===== config.mk =====
export PLATFORM = sky130hd
export DESIGN_NAME = srio_type9_stream_arb
export DESIGN_NICKNAME = d
export VERILOG_FILES = /design/src/rtl/srio_type9_pkg.sv /design/src/rtl/axis_reg_slice.sv /design/src/rtl/srio_type9_stream_arb.sv
export SDC_FILE = /design/constraint.sdc
export NUM_CORES = 1
export LEC_CHECK = 0
export CAP_MARGIN = 20
export CELL_PAD_IN_SITES_DETAIL_PLACEMENT = 1
export CELL_PAD_IN_SITES_GLOBAL_PLACEMENT = 1
export CORE_ASPECT_RATIO = 0.7
export CORE_MARGIN = 8
export CORE_UTILIZATION = 30
export CTS_BUF_LIST = sky130_fd_sc_hd__clkbuf_16
export CTS_CLUSTER_SIZE = 24
export DETAILED_ROUTE_END_ITERATION = 10
export PLACE_DENSITY_LB_ADDON = 0.1
export REMOVE_ABC_BUFFERS = 1
export SLEW_MARGIN = 20
export SYNTH_ARGS = -nofsm -noshare
export SYNTH_HDL_FRONTEND = slang
export SYNTH_HIERARCHICAL = 1
export SYNTH_SLANG_ARGS = --single-unit

===== constraint.sdc =====
create_clock -name AXIS_ACLK -period 2.47 [get_ports AXIS_ACLK]
set_clock_uncertainty 0.2 [all_clocks]
set_input_delay 0.494 -clock AXIS_ACLK [delete_from_list [all_inputs] [get_ports AXIS_ACLK]]
set_output_delay 0.494 -clock AXIS_ACLK [all_outputs]
set_load 0.03 [all_outputs]

===== src/rtl/srio_type9_pkg.sv =====
// Shared definitions for the two-source type 9 stream arbiter:
// FSM encoding, cmd bit positions and the beat layout.
package srio_type9_pkg;

    localparam int DATA_W = 64;

    localparam int CMD_START = 0;
    localparam int CMD_SRST  = 1;
    localparam int CMD_EN0   = 2;
    localparam int CMD_EN1   = 3;

    typedef enum logic [1:0] {
        ST_IDLE  = 2'd0,
        ST_ARB   = 2'd1,
        ST_XFER  = 2'd2,
        ST_DRAIN = 2'd3
    } state_t;

    typedef struct packed {
        logic              tid;
        logic              tlast;
        logic [DATA_W-1:0] tdata;
    } beat_t;

endpackage


===== src/rtl/axis_reg_slice.sv =====
// Single-entry AXI-Stream output register: accepts a beat whenever it is
// empty or being emptied, so throughput stays at one beat per cycle.
module axis_reg_slice
    import srio_type9_pkg::*;
(
    input  logic              i_clk,
    input  logic              i_rst_n,
    input  logic [DATA_W-1:0] i_tdata,
    input  logic              i_tlast,
    input  logic              i_tid,
    input  logic              i_tvalid,
    output logic              o_tready,
    output logic [DATA_W-1:0] o_tdata,
    output logic              o_tlast,
    output logic              o_tid,
    output logic              o_tvalid,
    input  logic              i_tready
);

    logic  r_valid;
    beat_t r_beat;

    assign o_tready = !r_valid || i_tready;

    always_ff @(posedge i_clk or negedge i_rst_n) begin
        if (!i_rst_n) begin
            r_valid <= 1'b0;
            r_beat  <= '0;
        end else if (i_tvalid && o_tready) begin
            r_valid <= 1'b1;
            r_beat  <= '{tid: i_tid, tlast: i_tlast, tdata: i_tdata};
        end else if (i_tready) begin
            r_valid <= 1'b0;
        end
    end

    assign o_tvalid = r_valid;
    assign o_tdata  = r_beat.tdata;
    assign o_tlast  = r_beat.tlast;
    assign o_tid    = r_beat.tid;

endmodule


===== src/rtl/srio_type9_stream_arb.sv =====
// Packet-locked round-robin merge of two ad9361 type 9 streams onto one
// SRIO-bound AXI-Stream, with soft reset that never truncates a packet.
module srio_type9_stream_arb
    import srio_type9_pkg::*;
#(
    parameter int CNT_W = 16
) (
    input  logic              AXIS_ACLK,
    input  logic              AXIS_ARESETN,
    input  logic [DATA_W-1:0] S0_AXIS_TDATA,
    input  logic              S0_AXIS_TVALID,
    input  logic              S0_AXIS_TLAST,
    output logic              S0_AXIS_TREADY,
    input  logic [DATA_W-1:0] S1_AXIS_TDATA,
    input  logic              S1_AXIS_TVALID,
    input  logic              S1_AXIS_TLAST,
    output logic              S1_AXIS_TREADY,
    output logic [DATA_W-1:0] M_AXIS_TDATA,
    output logic              M_AXIS_TVALID,
    output logic              M_AXIS_TLAST,
    output logic              M_AXIS_TID,
    input  logic              M_AXIS_TREADY,
    input  logic [31:0]       cmd,
    output logic [CNT_W-1:0]  pkt_cnt0,
    output logic [CNT_W-1:0]  pkt_cnt1,
    output logic              busy
);

    state_t            r_state;
    state_t            w_state_next;
    logic              r_grant;
    logic              r_rr_prio;
    logic              r_srst_pend;

    logic [1:0]        w_s_tvalid;
    logic [1:0]        w_qual;
    logic [1:0]        w_src_done;
    logic              w_pick;
    logic              w_srst;
    logic              w_sel_valid;
    logic              w_sel_last;
    logic [DATA_W-1:0] w_sel_data;
    logic              w_slice_in_valid;
    logic              w_slice_ready;
    logic              w_fire;
    logic              w_fire_last;
    logic              w_grant_now;
    logic              w_clear_cnt;
    logic              w_unused;

    assign w_unused   = ^cmd[31:4];
    assign w_srst     = cmd[CMD_SRST];
    assign w_s_tvalid = {S1_AXIS_TVALID, S0_AXIS_TVALID};

    for (genvar gi = 0; gi < 2; gi++) begin : g_qual
        assign w_qual[gi] = w_s_tvalid[gi] && cmd[CMD_EN0 + gi];
    end

    // Contention goes to the priority pointer, otherwise to whoever is asking.
    assign w_pick = w_qual[1] && (!w_qual[0] || r_rr_prio);

    assign w_sel_valid = r_grant ? S1_AXIS_TVALID : S0_AXIS_TVALID;
    assign w_sel_last  = r_grant ? S1_AXIS_TLAST  : S0_AXIS_TLAST;
    assign w_sel_data  = r_grant ? S1_AXIS_TDATA  : S0_AXIS_TDATA;

    assign w_slice_in_valid = (r_state == ST_XFER) && w_sel_valid;
    assign w_fire           = w_slice_in_valid && w_slice_ready;
    assign w_fire_last      = w_fire && w_sel_last;
    assign w_src_done       = {w_fire_last && r_grant, w_fire_last && !r_grant};
    assign w_grant_now      = (r_state == ST_ARB) && (w_state_next == ST_XFER);

    assign w_clear_cnt = (((r_state == ST_IDLE) || (r_state == ST_ARB)) && w_srst)
                       || ((r_state == ST_DRAIN) && !M_AXIS_TVALID);

    always_ff @(posedge AXIS_ACLK or negedge AXIS_ARESETN) begin
        if (!AXIS_ARESETN) begin
            r_state <= ST_IDLE;
        end else begin
            r_state <= w_state_next;
        end
    end

    always_comb begin
        w_state_next = r_state;
        case (r_state)
            ST_IDLE: begin
                if (!w_srst && cmd[CMD_START]) begin
                    w_state_next = ST_ARB;
                end
            end
            ST_ARB: begin
                if (w_srst) begin
                    w_state_next = ST_IDLE;
                end else if (|w_qual) begin
                    w_state_next = ST_XFER;
                end
            end
            ST_XFER: begin
                if (w_fire_last) begin
                    w_state_next = (r_srst_pend || w_srst) ? ST_DRAIN : ST_ARB;
                end
            end
            ST_DRAIN: begin
                if (!M_AXIS_TVALID) begin
                    w_state_next = ST_IDLE;
                end
            end
            default: w_state_next = ST_IDLE;
        endcase
    end

    always_comb begin
        S0_AXIS_TREADY = 1'b0;
        S1_AXIS_TREADY = 1'b0;
        busy           = 1'b0;
        case (r_state)
            ST_XFER: begin
                S0_AXIS_TREADY = !r_grant && w_slice_ready;
                S1_AXIS_TREADY = r_grant && w_slice_ready;
                busy           = 1'b1;
            end
            ST_DRAIN: busy = 1'b1;
            default: ;
        endcase
    end

    // Grant and priority move only at arbitration, which locks a packet to its source.
    always_ff @(posedge AXIS_ACLK or negedge AXIS_ARESETN) begin
        if (!AXIS_ARESETN) begin
            r_grant     <= 1'b0;
            r_rr_prio   <= 1'b0;
            r_srst_pend <= 1'b0;
        end else begin
            if (w_grant_now) begin
                r_grant   <= w_pick;
                r_rr_prio <= !w_pick;
            end
            if ((r_state == ST_XFER) && w_srst) begin
                r_srst_pend <= 1'b1;
            end else if (w_state_next == ST_IDLE) begin
                r_srst_pend <= 1'b0;
            end
        end
    end

    for (genvar gi = 0; gi < 2; gi++) begin : g_cnt
        logic [CNT_W-1:0] r_cnt;
        always_ff @(posedge AXIS_ACLK or negedge AXIS_ARESETN) begin
            if (!AXIS_ARESETN) begin
                r_cnt <= '0;
            end else if (w_clear_cnt) begin
                r_cnt <= '0;
            end else if (w_src_done[gi]) begin
                r_cnt <= r_cnt + CNT_W'(1);
            end
        end
    end

    assign pkt_cnt0 = g_cnt[0].r_cnt;
    assign pkt_cnt1 = g_cnt[1].r_cnt;

    axis_reg_slice u_out_slice (
        .i_clk    (AXIS_ACLK),
        .i_rst_n  (AXIS_ARESETN),
        .i_tdata  (w_sel_data),
        .i_tlast  (w_sel_last),
        .i_tid    (r_grant),
        .i_tvalid (w_slice_in_valid),
        .o_tready (w_slice_ready),
        .o_tdata  (M_AXIS_TDATA),
        .o_tlast  (M_AXIS_TLAST),
        .o_tid    (M_AXIS_TID),
        .o_tvalid (M_AXIS_TVALID),
        .i_tready (M_AXIS_TREADY)
    );

endmodule


# After elaboration in Yosys (flattened, before gate mapping)
# Cells that the tools add are included.
# classes
add_sub_neg,2
eq_ne,4
n_mux,21
n_reduce_logical,33
# op_table
operator,count
$mux 16,4
$mux 64,1
$add 16x1->16 const B,2
$logic_and 1x1->1,15
$mux 2,6
$mux 1,9
$pmux 2 s4,1
$reduce_bool 2->1,4
$eq 2x2->1 const B,3
$logic_not 1->1,5
$logic_or 1x1->1,5
$logic_not 2->1,2
$reduce_or 2->1,2
$eq 2x1->1 const B,1
# totals
reg_bits,104
in_bits,167
out_inout_bits,102
wordCells,70

# Depth between registers and ports, before layout
# Gate-level depths: netlist (run 1).
# depth
word_depth,9
ltp_mapped,8
depth_no_buf,5

# Hierarchy
# The synthesis (run 1) kept the hierarchy.
# by_module_without_submodules
mod,n_inst,cells_per_inst,area_per_inst_um2,seq_area_each_um2
srio_type9_stream_arb,1,286,2821.5,925.9
axis_reg_slice,1,143,2697.6,1676.6

# Worst setup path after synthesis (run 1)
# Ideal clock, no wire load.
# synth_path
kind,flip-flop to output port
startpoint,"register u_out_slice.r_valid, in the netlist u_out_slice/o_tvalid"
endpoint,output S1_AXIS_TREADY
arrival_ns,1.402
required_ns,1.776
path_slack_ns,0.374
stages_incl_launch_ff,6
n_path_buf,2
cell_sequence,dfrtp_1 -> nand2b_4 -> and3b_1 -> buf_4 -> buf_4 -> and2_1
# synth_via
elab_chain_cells,4
# synth_lines
element,line,text
start: declaration,axis_reg_slice.sv:20,logic r_valid;
start signal: assignment,axis_reg_slice.sv:27,r_valid <= 1'b0;
start signal: assignment,axis_reg_slice.sv:30,r_valid <= 1'b1;
start signal: assignment,axis_reg_slice.sv:33,r_valid <= 1'b0;
$logic_not 1->1,axis_reg_slice.sv:23,assign o_tready = !r_valid || i_tready;
$logic_or 1x1->1,axis_reg_slice.sv:23,
net w_slice_ready,srio_type9_stream_arb.sv:44,logic w_slice_ready;
$logic_and 1x1->1,srio_type9_stream_arb.sv:119,S1_AXIS_TREADY = r_grant && w_slice_ready;
$mux 1,srio_type9_stream_arb.sv:116,case (r_state)
end: declaration,srio_type9_stream_arb.sv:17,"output logic S1_AXIS_TREADY,"
# The timed path passes the listed nets, and every way through them passes these cells.

# Worst setup path after layout (run 1)
# layout_path
startpoint,input M_AXIS_TREADY
endpoint,output S1_AXIS_TREADY
# layout_via
elab_chain_cells,3
# layout_lines
element,line,text
start: declaration,srio_type9_stream_arb.sv:22,"input logic M_AXIS_TREADY,"
$logic_or 1x1->1,axis_reg_slice.sv:23,
net w_slice_ready,srio_type9_stream_arb.sv:44,
$logic_and 1x1->1,srio_type9_stream_arb.sv:119,
$mux 1,srio_type9_stream_arb.sv:116,
# The timed path passes the listed nets, and every way through them passes these cells.

==> qor.yml, run 1 <==
status: "finished, final reports clean"
setup_viol_count_final: 0
dieWidth_um: 178
crit_path_end_kind: "primary output"
grt_pass1_vias: 4843
wl_met2_um: 8800
fin_ws_ns: 0.0538
period_minus_slack_ns: 2.42
hold_viol_final: 0
dr.first_iter.drc_count: 185
cts_tree: "built"
p_per_area_nw_per_um2: 992
drc: 0
drt_wl_total_um: 18200
clkLatencyLatePin_ns: 0.34
cpMaxStageDelayCell: "clkdlybuf4s50_1"
dp.final_hpwl_um: 14200
io_buffers: 240
slew_viol_final: 0
tightest_slew_ns: 0.516
stdcell_count: 922
layout_common_cells: "237 x clkdlybuf4s50_1, 103 x dfrtp_1, 91 x mux2_2"
critPathKind: "in -> out"
maxSlewHeadroom_pct: 65.6
synth_area_um2: 5520
path_max_fanout: 13
yosysUniqueCellTypes: 53
async_reset_ff_share_pct: 100
start_kind: "primary input"
nNetsFinal: 850
cp_cell_sequence: "clkdlybuf4s50_1, nand2b_4, and3b_1, buf_12, and2_4, buf_12"
cp_data_arrival_time_ns: 1.72
cts-root-buf: "clkbuf_16"
io-pin-count: 269
place_congestion: 0.755
core_area_um2: 18000
cts.clk_slew.worst_paths_ns: 0.07
numCtsBuffers: 9
die-area_um2: 23100
cts_max_level: 3
yosysSeqAreaShare_pct: 47.2
n_antenna_cell: 0
antenna_left: 0
grt_usage_pct: 15.5
synth-warning-count: 6
rsz0062_at_grt: "false"
synthCells: 429
synthFlopType: "dfrtp_1"
wl_met1_um: 7750
crit_top_cell: "buf_12"
grt_max_degree: 70
timing.fmax_mhz: 414
max-cap-violations: 0
hold_path.class: "reg -> reg"
drive_gt1_share_pct: 27.3
area_growth_pct: 55.2
antenna_found_initial: 0
final_common_cell: "clkdlybuf4s50_1"
cts_sinks: 104
wl_met3_um: 1470
synth_area_per_cell_um2: 12.9
die_h_um: 129
dpl.cell_count: 905
routed.top_layer: "met4"
overflow: 0
grt_pass1_wl_um: 28200
post-route-period-util_pct: 97.8
avgViaCountPerCell: 4.81
post_cts_buffers: 0
slowest_delay_ns: 0.46
cts_buffer_depth: 2
vias: 4434
wl_per_cell_um: 19.7
placementRows: 41
start_util_pct: 30.7
ys_ff_latch: 104
pre_cts_ws_ns: -0.0464
p_leak_nw: 3.60
peakVddDrop_mv: 0.472
cp.required_ns: 1.78
first_pass_iters: 4
synth_edf_count: 0
Yosys cell counts, types with 2 or more instances:
cell | count | area (µm²)
or3_1 | 7 | 43.8
nand4_1 | 4 | 25.0
nand3_1 | 15 | 75.1
clkbuf_1 | 9 | 33.8
xor2_1 | 4 | 35.0
nor3_1 | 4 | 20.0
mux2_2 | 91 | 1020
mux2_4 | 40 | 601
o31ai_1 | 12 | 90.1
buf_2 | 7 | 35.0
buf_12 | 4 | 80.1
nand2_1 | 13 | 48.8
mux2i_1 | 2 | 20.0
o21ai_0 | 10 | 50.1
nor2_1 | 14 | 52.6
nor2b_1 | 2 | 12.5
o211ai_1 | 3 | 22.5
buf_6 | 3 | 33.8
or4_1 | 9 | 67.6
a211oi_2 | 2 | 25.0
nand2b_1 | 2 | 12.5
a21oi_1 | 18 | 90.1
buf_4 | 3 | 22.5
inv_1 | 6 | 22.5
and2_1 | 4 | 25.0
a32o_1 | 2 | 20.0
ha_1 | 2 | 25.0
dfrtp_1 | 104 | 2600
and3b_1 | 3 | 26.3
and3_1 | 2 | 12.5
xnor2_1 | 3 | 26.3
and4_1 | 4 | 35.0
area by class of cell:
type	instances	area [µm²]
Fill cell	1900	9440
Multi-Input combinational cell	293	2700
Timing Repair Buffer	267	2660
Sequential cell	104	2600
Tap cell	236	295
Clock buffer	9	225
Clock inverter	7	62.6
Inverter	6	22.5
metrics by stage:
stage          power [W]  setup TNS [ns]  hold WS (ns)  area [µm²]  util, %
2_1_floorplan    0.00513         -112.87      -0.00159        5310        -
3_3_place_gp     0.00710               0         0.261        8270     45.9
3_5_place_dp     0.00719          -0.216         0.281        8270     45.9
4_1_cts          0.00865               0         0.297        8570     47.6
5_1_grt          0.00896               0         0.322        8570     47.6
6_report         0.00850               0         0.289        8570     47.6
critical path: cells and delay by family:
kind          cells  cell delay, ns
simple gates      3            0.49
buf+inv           3            0.73
flip-flops by register name, indices dropped and copies added, names as in the netlist, 2 cells and up:
register	cells
pkt_cnt1	16
pkt_cnt0	16
r_state	2
u_out_slice/o_tdata	64
where the power goes:
group          internal (W)  switching [W]  total [W]
combinational       0.00221        0.00221    0.00442
clock              0.000777       0.000628    0.00140
sequential          0.00230       0.000380    0.00268
total               0.00529        0.00322    0.00850
path summary, 6_finish.rpt:
check / startpoint / to / slack, ns / cells past startpoint
setup / recovery: M_AXIS_TREADY / S1_AXIS_TREADY / 0.05 / 6
hold / removal: pkt_cnt1[15]$_DFFE_PN0P_ / pkt_cnt1[15]$_DFFE_PN0P_ / 0.29 / 1
setup reg to reg: r_state[1]$_DFF_PN0_ / pkt_cnt1[15]$_DFFE_PN0P_ / 0.46 / 5
hold reg to reg: pkt_cnt1[15]$_DFFE_PN0P_ / pkt_cnt1[15]$_DFFE_PN0P_ / 0.29 / 1
max in group asynchronous: AXIS_ARESETN / u_out_slice/o_tdata[32]$_DFFE_PN0P_ / 0.94 / 3
min in group asynchronous: AXIS_ARESETN / pkt_cnt0[10]$_DFFE_PN0P_ / 0.44 / 2
timing repair:
item / 4_1_cts / 5_1_grt
resized for setup: 0 / 1
hold buffers: 1 / 0
setup endpoints to repair: 0 / 1
endpoints found under the hold margin: 30 / 0
metal layers:
metal,GRT usage [%],vias up
met4,3.08,0
met1,19.4,2192
met5,0,-
met3,5.32,12
met2,25.6,144
li1,-,2086
cell families after synthesis:
| kind of cell | Yosys count | share of synthesized area, % |
|---|---|---|
| AND/OR/NAND/NOR | 96 | 10.8 |
| flip-flops | 104 | 47.2 |
| XOR/XNOR | 7 | 1.11 |
| adder cells (fa/ha/maj) | 2 | 0.453 |
| buffers and inverters | 32 | 4.13 |
| AO/OA/AOI/OAI | 55 | 6.57 |
| multiplexers | 133 | 29.8 |
Note: power is estimated with default switching activity, not from simulation.
==> run 2, diff against run 1 <==
--- a/config.mk
+++ b/config.mk
@@ -9,9 +9,9 @@
 export CELL_PAD_IN_SITES_DETAIL_PLACEMENT = 1
 export CELL_PAD_IN_SITES_GLOBAL_PLACEMENT = 1
 export CORE_ASPECT_RATIO = 0.7
-export CORE_MARGIN = 8
 export CORE_UTILIZATION = 30
 export CTS_BUF_LIST = sky130_fd_sc_hd__clkbuf_16
+export CTS_CLUSTER_DIAMETER = 40
 export CTS_CLUSTER_SIZE = 24
 export DETAILED_ROUTE_END_ITERATION = 10
 export PLACE_DENSITY_LB_ADDON = 0.1
==> qor.yml, run 2 (same netlist as run 1, synthesis figures left out) <==
status: "finished, final reports clean"
antenna_found_initial: 0  # unchanged
path_max_fanout: 13  # unchanged
start_util_pct: 30.7  # unchanged
layout_common_cells: "237 x clkdlybuf4s50_1, 103 x dfrtp_1, 91 x mux2_2"
dpl.cell_count: 903  # -0.22%
hold_path.class: "reg -> reg"
wl_per_cell_um: 18.0  # -8.7%
wl_met1_um: 7270  # -6.2%
max-cap-violations: 0  # unchanged
slew_viol_final: 0  # unchanged
start_kind: "primary input"
nNetsFinal: 853  # +0.35%
dr.first_iter.drc_count: 168  # -9.2%
timing.fmax_mhz: 416  # +0.56%
clkLatencyLatePin_ns: 0.35  # about the same
stdcell_count: 925  # +0.33%
period_minus_slack_ns: 2.40  # -0.0135 ns
fill_cells: 1898  # -0.11%
peakVddDrop_mv: 0.421  # -11%
p_per_area_nw_per_um2: 985  # -0.75%
worstPathBufferInverterCount: 3  # unchanged
grt_pass1_vias: 4595  # -5.1%
placementRows: 41  # unchanged
cp_data_arrival_time_ns: 1.71  # about the same
slowest_delay_ns: 0.46  # about the same
cp_cell_sequence: "clkdlybuf4s50_1, nand2b_4, and3b_1, buf_12, and2_1, buf_4"
cp.required_ns: 1.78  # about the same
placed_area_um2: 8260  # -0.15%
cts_tree: "built"
dieWidth_um: 164  # -7.9%
cts.clk_slew.worst_paths_ns: 0.07  # about the same
routed.top_layer: "met4"
setup_viol_count_final: 0  # unchanged
reg2reg_slack_ns: 0.36  # -0.10 ns
maxSlewHeadroom_pct: 64.7  # -0.87 points
utilization_pct: 47.7  # +0.070 points
io-pin-count: 269  # unchanged
cts-root-buf: "clkbuf_16"
overflow: 0  # unchanged
antenna_left: 0  # unchanged
largest_reg_flops: 64  # unchanged
post-route-period-util_pct: 97.3  # -0.55 points
numCtsBuffers: 9  # unchanged
tightest_slew_ns: 0.529  # +0.0131 ns
rsz0062_at_grt: "false"
cpMaxStageDelayCell: "clkdlybuf4s50_1"
io_buffers: 240  # unchanged
vias: 4476  # +0.95%
cts_sinks: 104  # unchanged
fin_total_pwr_w: 0.00845  # -0.61%
drc: 0  # unchanged
avgViaCountPerCell: 4.84  # +0.62%
core_area_um2: 18000  # unchanged
cts_max_level: 3  # unchanged
area_growth_pct: 55.5
dp.final_hpwl_um: 12500  # -12%
drive_gt1_share_pct: 28.0  # +0.75 points
critPathKind: "in -> out"
p_leak_nw: 3.61  # +0.42%
grt_usage_pct: 17.3  # +1.8 points
grt_max_degree: 55  # -21%
cts_buffer_depth: 2  # unchanged
wl_met2_um: 8050  # -8.6%
place_congestion: 0.725  # -4.0%
n_antenna_cell: 0  # unchanged
hold_viol_final: 0  # unchanged
first_pass_iters: 4  # unchanged
die_h_um: 115  # -11%
die-area_um2: 19000  # -18%
fin_area_um2: 8580  # +0.15%
holdWs_ns: 0.279  # -0.0109 ns
drt_wl_total_um: 16600  # -8.4%
final_common_cell: "clkdlybuf4s50_1"
path_delay_family: "buffers and inverters"
wl_met3_um: 1180  # -19%
grt_pass1_wl_um: 25200  # -11%
crit_path_end_kind: "primary output"
==> run 2: changes by cell type in the layout (fill, tap and decap cells not counted), sizes merged <==
cell,delta
buf,+3
clkinv,-3
inv,+3
bufinv,-1
clkinvlp,+1
==> run 2: area by class of cell <==
class / instances / area [µm²] / area share, %
Multi-Input combinational cell: 293 / 2690 / 31.4
Sequential cell: 104 / 2610 / 30.4
Timing Repair Buffer: 270 / 2690 / 31.3
Clock inverter: 7 / 52.6 / 0.612
Tap cell: 236 / 295 / 3.44
Clock buffer: 9 / 225 / 2.62
Inverter: 6 / 22.5 / 0.262
==> run 2: through the flow <==
stage	setup slack [ns]	TNS, ns
2_1_floorplan	-1.46	-112.87
3_3_place_gp	-0.0119	-0.0545
3_5_place_dp	-0.0537	-0.292
4_1_cts	0.0393	0
5_1_grt	0.0202	0
6_report	0.0674	0
==> run 2: worst register-to-register path, stage by stage (launching register included) <==
cell	delay, ns
dfrtp_1	0.53
and3b_1	0.26
buf_12	0.15
buf_4	0.12
nand3_4	0.12
or4_1	0.50
a21oi_1	0.16
==> run 2: worst paths after layout <==
path / to / depth (start not counted) / from
worst max-delay path: S1_AXIS_TREADY / 6 / M_AXIS_TREADY
worst min-delay path: r_rr_prio$_DFFE_PN0P_ / 1 / r_rr_prio$_DFFE_PN0P_
worst max register to register: pkt_cnt0[14]$_DFFE_PN0P_ / 6 / r_state[1]$_DFF_PN0_
worst min register to register: r_rr_prio$_DFFE_PN0P_ / 1 / r_rr_prio$_DFFE_PN0P_
max in group asynchronous: u_out_slice/o_tdata[35]$_DFFE_PN0P_ / 3 / AXIS_ARESETN
min in group asynchronous: u_out_slice/o_tdata[22]$_DFFE_PN0P_ / 2 / AXIS_ARESETN
==> run 2: report_power, final <==
group,internal [W],switching [W]
clock network,0.000694,0.000689
registers,0.00230,0.000366
logic,0.00223,0.00217
==> run 2: routing by layer <==
layer | vias to the layer above | track usage, %
met2 | 136 | 28.7
met1 | 2239 | 22.3
met3 | 10 | 5.12
met4 | 0 | 3.70
li1 | 2091 | -
met5 | - | 0
==> run 2: what timing repair did <==
item,4_1_cts,5_1_grt
hold buffers,1,0
gates resized for setup,0,0
endpoints found under the hold margin,30,0
endpoints found under the setup margin,0,1
buffers inserted,0,5
==> run 3, diff against run 2 <==
--- a/config.mk
+++ b/config.mk
@@ -5,7 +5,6 @@
 export SDC_FILE = /design/constraint.sdc
 export NUM_CORES = 1
 export LEC_CHECK = 0
-export CAP_MARGIN = 20
 export CELL_PAD_IN_SITES_DETAIL_PLACEMENT = 1
 export CELL_PAD_IN_SITES_GLOBAL_PLACEMENT = 1
 export CORE_ASPECT_RATIO = 0.7
==> results of run 3 <==
Final layout, timing and power as in run 2 (identical DEF).
